File: src/rtl/cpu_axil_pkg.sv
// Shared types and constants for the CPU-to-AXI-Lite bridge.
package cpu_axil_pkg;

  // Bridge sequencing; exactly one transaction is in flight at a time.
  typedef enum logic [2:0] {
    StIdle,
    StWrAddrData,
    StWrResp,
    StRdAddr,
    StRdData,
    StDone
  } state_e;

  // AXI response codes.
  localparam logic [1:0] RespOkay   = 2'b00;
  localparam logic [1:0] RespExokay = 2'b01;
  localparam logic [1:0] RespSlverr = 2'b10;
  localparam logic [1:0] RespDecerr = 2'b11;

  // AXI protection encodings: unprivileged, secure, data or instruction.
  localparam logic [2:0] ProtData  = 3'b000;
  localparam logic [2:0] ProtInstr = 3'b100;

  // Read-channel protection for a request; bit 2 flags an instruction fetch.
  function automatic logic [2:0] rd_prot(input logic instr);
    return instr ? ProtInstr : ProtData;
  endfunction

endpackage

File: src/rtl/cpu_axil_master.sv
// Bridges a simple valid/ready CPU memory port onto an AXI-Lite master.
module cpu_axil_master
  import cpu_axil_pkg::*;
#(
  parameter int unsigned ADDR_WIDTH = 32,
  parameter int unsigned DATA_WIDTH = 32,
  parameter int unsigned STRB_WIDTH = DATA_WIDTH / 8
) (
  input  logic                  aclk,
  input  logic                  aresetn,
  // CPU side
  input  logic                  mem_valid,
  input  logic                  mem_instr,
  input  logic [ADDR_WIDTH-1:0] mem_addr,
  input  logic [DATA_WIDTH-1:0] mem_wdata,
  input  logic [STRB_WIDTH-1:0] mem_wstrb,
  output logic                  mem_ready,
  output logic [DATA_WIDTH-1:0] mem_rdata,
  output logic                  mem_error,
  // Write address channel
  output logic [ADDR_WIDTH-1:0] m_axil_awaddr,
  output logic [2:0]            m_axil_awprot,
  output logic                  m_axil_awvalid,
  input  logic                  m_axil_awready,
  // Write data channel
  output logic [DATA_WIDTH-1:0] m_axil_wdata,
  output logic [STRB_WIDTH-1:0] m_axil_wstrb,
  output logic                  m_axil_wvalid,
  input  logic                  m_axil_wready,
  // Write response channel
  input  logic [1:0]            m_axil_bresp,
  input  logic                  m_axil_bvalid,
  output logic                  m_axil_bready,
  // Read address channel
  output logic [ADDR_WIDTH-1:0] m_axil_araddr,
  output logic [2:0]            m_axil_arprot,
  output logic                  m_axil_arvalid,
  input  logic                  m_axil_arready,
  // Read data channel
  input  logic [DATA_WIDTH-1:0] m_axil_rdata,
  input  logic [1:0]            m_axil_rresp,
  input  logic                  m_axil_rvalid,
  output logic                  m_axil_rready
);

  state_e                  state_q, state_d;
  logic [ADDR_WIDTH-1:0]   addr_q, addr_d;
  logic [DATA_WIDTH-1:0]   wdata_q, wdata_d;
  logic [STRB_WIDTH-1:0]   wstrb_q, wstrb_d;
  logic                    instr_q, instr_d;
  logic                    awvalid_q, awvalid_d;
  logic                    wvalid_q, wvalid_d;
  logic                    bready_q, bready_d;
  logic                    arvalid_q, arvalid_d;
  logic                    rready_q, rready_d;
  logic                    ready_q, ready_d;
  logic                    error_q, error_d;
  logic [DATA_WIDTH-1:0]   rdata_q, rdata_d;

  // Next-state and next-output logic; every handshake flag is registered.
  always_comb begin
    state_d   = state_q;
    addr_d    = addr_q;
    wdata_d   = wdata_q;
    wstrb_d   = wstrb_q;
    instr_d   = instr_q;
    awvalid_d = awvalid_q;
    wvalid_d  = wvalid_q;
    bready_d  = 1'b0;
    arvalid_d = arvalid_q;
    rready_d  = 1'b0;
    ready_d   = 1'b0;
    error_d   = 1'b0;
    rdata_d   = rdata_q;

    unique case (state_q)
      StIdle: begin
        if (mem_valid) begin
          addr_d  = mem_addr;
          wdata_d = mem_wdata;
          wstrb_d = mem_wstrb;
          instr_d = mem_instr;
          if (|mem_wstrb) begin
            state_d   = StWrAddrData;
            awvalid_d = 1'b1;
            wvalid_d  = 1'b1;
          end else begin
            state_d   = StRdAddr;
            arvalid_d = 1'b1;
          end
        end
      end
      StWrAddrData: begin
        // Each channel retires on its own handshake; order does not matter.
        if (m_axil_awready) awvalid_d = 1'b0;
        if (m_axil_wready)  wvalid_d  = 1'b0;
        if (!awvalid_d && !wvalid_d) begin
          state_d  = StWrResp;
          bready_d = 1'b1;
        end
      end
      StWrResp: begin
        bready_d = 1'b1;
        if (m_axil_bvalid) begin
          bready_d = 1'b0;
          state_d  = StDone;
          ready_d  = 1'b1;
          error_d  = (m_axil_bresp != RespOkay);
        end
      end
      StRdAddr: begin
        if (m_axil_arready) begin
          arvalid_d = 1'b0;
          rready_d  = 1'b1;
          state_d   = StRdData;
        end
      end
      StRdData: begin
        rready_d = 1'b1;
        if (m_axil_rvalid) begin
          rready_d = 1'b0;
          rdata_d  = m_axil_rdata;
          state_d  = StDone;
          ready_d  = 1'b1;
          error_d  = (m_axil_rresp != RespOkay);
        end
      end
      StDone: begin
        // mem_valid is deliberately ignored here so a held request is not replayed.
        state_d = StIdle;
      end
      default: state_d = StIdle;
    endcase
  end

  // State and output registers with synchronous active-low reset.
  always_ff @(posedge aclk) begin
    if (!aresetn) begin
      state_q   <= StIdle;
      addr_q    <= '0;
      wdata_q   <= '0;
      wstrb_q   <= '0;
      instr_q   <= 1'b0;
      awvalid_q <= 1'b0;
      wvalid_q  <= 1'b0;
      bready_q  <= 1'b0;
      arvalid_q <= 1'b0;
      rready_q  <= 1'b0;
      ready_q   <= 1'b0;
      error_q   <= 1'b0;
      rdata_q   <= '0;
    end else begin
      state_q   <= state_d;
      addr_q    <= addr_d;
      wdata_q   <= wdata_d;
      wstrb_q   <= wstrb_d;
      instr_q   <= instr_d;
      awvalid_q <= awvalid_d;
      wvalid_q  <= wvalid_d;
      bready_q  <= bready_d;
      arvalid_q <= arvalid_d;
      rready_q  <= rready_d;
      ready_q   <= ready_d;
      error_q   <= error_d;
      rdata_q   <= rdata_d;
    end
  end

  // Port mapping; address and strobes pass through untouched.
  always_comb begin
    mem_ready      = ready_q;
    mem_rdata      = rdata_q;
    mem_error      = error_q;
    m_axil_awaddr  = addr_q;
    m_axil_awprot  = ProtData;
    m_axil_awvalid = awvalid_q;
    m_axil_wdata   = wdata_q;
    m_axil_wstrb   = wstrb_q;
    m_axil_wvalid  = wvalid_q;
    m_axil_bready  = bready_q;
    m_axil_araddr  = addr_q;
    m_axil_arprot  = rd_prot(instr_q);
    m_axil_arvalid = arvalid_q;
    m_axil_rready  = rready_q;
  end

endmodule

File: config.mk
export PLATFORM = sky130hd
export DESIGN_NAME = cpu_axil_master
export DESIGN_NICKNAME = d
export VERILOG_FILES = /design/src/rtl/cpu_axil_pkg.sv /design/src/rtl/cpu_axil_master.sv
export SDC_FILE = /design/constraint.sdc
export NUM_CORES = 1
export LEC_CHECK = 0
export BUFFER_PORTS_ARGS = -buffer_cell sky130_fd_sc_hd__buf_4
export CAP_MARGIN = 20
export CORE_AREA = 4 4 106 108
export CTS_CLUSTER_DIAMETER = 50
export CTS_CLUSTER_SIZE = 40
export DETAILED_ROUTE_END_ITERATION = 12
export DIE_AREA = 0 0 110 112
export PLACE_DENSITY = 0.82
export SLEW_MARGIN = 20
export SYNTH_ARGS = -nofsm -noshare
export SYNTH_HDL_FRONTEND = slang
export SYNTH_SLANG_ARGS = --single-unit
File: constraint.sdc
create_clock -name aclk -period 1.9 [get_ports aclk]
set_clock_uncertainty 0.15 [all_clocks]
set_input_delay 0 -clock aclk [delete_from_list [all_inputs] [get_ports aclk]]
set_output_delay 0 -clock aclk [all_outputs]
set_load 0.01 [all_outputs]
; Word-level counts from Yosys, hierarchy flattened
; Index checks and enable logic that the tools add are counted.
[word_totals]
register_bits = 111
out_inout_bits = 145
wordCells = 70
in_bits = 113
[op_classes]
eq_ne = 11
n_reduce_logical = 14
n_mux = 32
[ops]
columns = cell, count
row1 = $mux 3, 6
row2 = $mux 1, 17
row3 = $pmux 3 s5, 1
row4 = $ne 2x2->1 const B, 7
row5 = $pmux 1 s2, 7
row6 = $reduce_bool 2->1, 4
row7 = $eq 3x2->1 const B, 2
row8 = $reduce_and 5->1, 1
row9 = $reduce_and 2->1, 2
row10 = $reduce_and 4->1, 1
row11 = $reduce_or 4->1, 1
row12 = $eq 3x1->1 const B, 1
row13 = $eq 3x3->1 const B, 1
row14 = $logic_not 3->1, 1
row15 = $reduce_and 3->1, 1
row16 = $logic_not 1->1, 2
row17 = $mux 2, 1
row18 = $logic_and 1x1->1, 1

; Logic depth before layout (Yosys ltp)
[logic_depth]
depth_word = 6
ltp_mapped = 7
depth_no_buf = 4

; Least setup slack after synthesis
; No wires, ideal clock.
[synth_timing]
path_kind = reg2reg
from = register state_q[0]
to = register state_q[0]
path_stages_with_launch = 6
required_ns = 1.676
path_slack_ns = 0.480
arrival_time_ns = 1.196
path_buffers = 1
synth_period_minus_slack_ns = 1.420
setup_ns = 0.074
cell_sequence = dfxtp_1 -> buf_4 -> nand2b_2 -> mux2i_1 -> or4_1 -> a31oi_1
[synth_via]
elab_chain_cells = 3
word_cells_on_any_way = 12
classes_between = eq/ne: 9 / mux: 1 / reduce/logical: 2
[synth_lines]
columns = item, line
row1 = from (decl), cpu_axil_master.sv:46  ; state_e state_q, state_d;
row2 = from (signal assigned), cpu_axil_master.sv:139  ; state_q <= StIdle;
row3 = from (signal assigned), cpu_axil_master.sv:153  ; state_q <= state_d;
row4 = "$eq 3x1->1, or another cell as far along", cpu_axil_master.sv:76  ; unique case (state_q)
row5 = $ne 2x2->1 (no line), n/a
row6 = $reduce_and 5->1 (no line), n/a
; Parallel ways exist; a longest one is shown, timed or not.
; A chain may end at the register's enable or synchronous reset.

; Final worst setup path
[layout_timing]
from = register state_q[0]
to = register state_q[2]
; Same word-level chain as after synthesis.

==> flow_summary.yaml <==
hold_path:
  min-delay-start: "mem_valid"
  holdPathEnd: "state_q[0]$_SDFFE_PN0P_"
  holdPathStages: 5
  min_path_type: "primary input to register"
floorplanning:
  core_um2: 10230
  die_h_um: 112
  die_w_um: 110
  start_util_pct: 42.63
  ioPinCount: 258
  dieArea_um2: 12320
  rows: 37
clock_network:
  post_cts.repair.setup_buffers: 0
  cts_tree: "yes"
  h-tree-depth: 3
  cts.sinks: 111
  clkLatencyLatePin_ps: 350
  max-clock-path-buffers: 2
  cts_made_buffers: 9
  clk_pin_slew_ps: 90
  root_buffer: "clkbuf_8"
route:
  ant_nets: 0
  dr.pass1.iters: 4
  drc: 0
  drtIter0Drc: 345
  wl_per_cell_um: 15.87
  via_per_inst: 4.904
  dr_total_vias: 4894
  wl_mm: 15.84
worst_setup_path:
  cp_slowest_cell: "dlygate4sd3_1"
  cp_data_required_time_ps: 1990
  ff2ff_setup_slack_ps: 90
  crit_fanout: 10
  critical_path_class: "register to register"
  endpoint_kind: "register"
  crit_path_start_kind: "register"
  worstReg2RegStart: "state_q[0]$_SDFFE_PN0P_"
  crit_arrival_ps: 1900
  ff2ff_path_depth: 6
  max_stage_delay_ps: 550
  rr_endpoint: "state_q[2]$_SDFFE_PN0P_"
  cp_cell_sequence: "buf_6 > nand2_1 > a21boi_2 > nor2_1 > o21a_1 > dlygate4sd3_1"
status:
  status: "finished clean"
timing:
  finalCriticalPeriod_ps: 1808
  maxSlewHeadroom_pct: 59.62
  fmax_ghz: 0.5530
  slew_violations: 0
  post-route-period-util_pct: 95.18
  hold_ws_ps: 86.26
  worst_slew_pin_slew_ps: 605.7
  rsz0062_at_grt: "true"
  hold_viol_final: 0
  setup_viol: 0
grt:
  grt_pass1_wl_mm: 24.23
  grt_use_met3_pct: 6.957
  grt_max_degree: 72
  track_usage_pct: 24.76
  use_met1_pct: 26.05
  grt-ovfl-total: 0
  met2_usage_pct: 43.65
  grt_pass1_vias: 5002
  grt_most_used_layer: "met2"
  antenna_found_initial: 0
power:
  p_leak_nw: 3.277
  p_per_area_nw_per_um2: 821.1
  ir_worst_vdd_v: 0.0003930
  power_mw: 6.026
logic_synthesis:
  async_flop_share_pct: 0
  synthCells: 541
  synth_edf_count: 0
  yosys_most_used_dff: "dfxtp_1"
  synth_area_per_cell_um2: 8.062
  yosys_warnings: 0
  synthDistinctLibCells: 37
  syn_area_um2: 4362
  ys_seq_elements: 111
  ys_seq_area_share_pct: 50.95
placed_design:
  io_buffer_count: 252
  dp_hpwl_mm: 9.556
  gp_routability_congestion: 0.8031
  placed_cells: 870
flow_run:
  cap_violations: 0
final_layout:
  layout_common_cells: "258 x buf_4, 208 x nand2_1, 113 x dlygate4sd3_1"
  nNetsFinal: 971
  layoutNonFillerInstCount: 998
  layout_commonest_cell: "buf_4"
  areaGrowthSynthToFinish_pct: 68.27
  drive_gt1_share_pct: 33.22
how the worst max path moves through the flow:
stage                                       start                             to  slack (ps)  cells past startpoint
after global routing      state_q[0]$_SDFFE_PN0P_        state_q[2]$_SDFFE_PN0P_          -6                      6
after CTS                 state_q[0]$_SDFFE_PN0P_        state_q[2]$_SDFFE_PN0P_          60                      6
after global placement    state_q[2]$_SDFFE_PN0P_     mem_rdata[28]$_SDFFE_PN0P_         380                      5
after floorplan           state_q[0]$_SDFFE_PN0P_        state_q[0]$_SDFFE_PN0P_         480                      5
final                     state_q[0]$_SDFFE_PN0P_        state_q[2]$_SDFFE_PN0P_          90                      6
after detailed placement  state_q[2]$_SDFFE_PN0P_  m_axil_wdata[10]$_SDFFE_PN0P_         300                      5
synthesized netlist by cell type (2+ instances only):
cell	n	area [um2]
nand2_1	208	780.8
nor2b_1	2	12.51
buf_6	10	112.6
o21ai_0	5	25.02
buf_2	8	40.04
dfxtp_1	111	2222
a21oi_1	106	530.5
inv_1	4	15.01
nor2_1	5	18.77
buf_4	43	322.8
clkbuf_1	11	41.29
nand2b_1	3	18.77
cell type report:
type	count	area, um2
Clock inverter	1	30.03
Tap cell	136	170.2
Inverter	5	20.02
Multi-Input combinational cell	357	1624
Sequential cell	111	2225
Antenna cell	1	2.502
Fill cell	684	2892
Clock buffer	13	148.9
Timing Repair Buffer	374	3119
registers in the layout, summed over array words and instances (netlist names):
signal,flops
m_axil_araddr,32
m_axil_wdata,32
mem_rdata,32
m_axil_wstrb,4
state_q,3
instr_q,1
m_axil_arvalid,1
m_axil_awvalid,1
m_axil_bready,1
m_axil_rready,1
m_axil_wvalid,1
mem_error,1
mem_ready,1
power by group:
| part | internal (mW) | leakage (nW) | switching, mW | total (mW) |
|---|---|---|---|---|
| registers | 2.57 | 0.907 | 0.176 | 2.75 |
| logic | 0.963 | 2.28 | 0.971 | 1.93 |
| clock network | 0.635 | 0.0896 | 0.710 | 1.35 |
| total | 4.17 | 3.28 | 1.86 | 6.03 |
routing by layer:
metal | vias to the layer above | part of all wire (%)
met5 | - | 0
met4 | 0 | 4.6
met3 | 55 | 8.8
met2 | 247 | 51
met1 | 2262 | 36
li1 | 2330 | -
per-stage QoR:
step	setup slack (ps)	setup TNS, ps	utilization (%)	cell area [um2]
6_report	91.65	0	71.74	7340
2_1_floorplan	479.8	0	-	4377
4_1_cts	56.19	0	71.62	7327
3_5_place_dp	300.5	0	58.81	6017
3_3_place_gp	377.9	0	58.81	6017
5_1_grt	-5.571	-5.571	71.71	7337
worst max-delay path, delay by kind of cell, from the launching register on:
kind	cells	cell delay [ps]
DFF	1	330
buffers and inverters	2	700
and+or+nand+nor	2	160
AOI/OAI and AO/OA	2	360
logic make-up (layout without fill, tap and decap cells):
kind of cell,Yosys count,after routing,share of synthesized area [%]
multiplexers,1,1,0.2295
flip-flops,111,111,50.95
buffers and inverters,77,393,12.28
other,1,6,0.08598
AO/OA/AOI/OAI,122,122,14.95
AND/OR/NAND/NOR,229,229,21.52
timing repair:
action | 4_1_cts | 5_1_grt
hold buffers | 113 | 0
gates resized for setup | 0 | 4
endpoints found under the setup margin | 0 | 2
hold endpoints to repair | 110 | 0
Power figures use the tool's default switching activity.
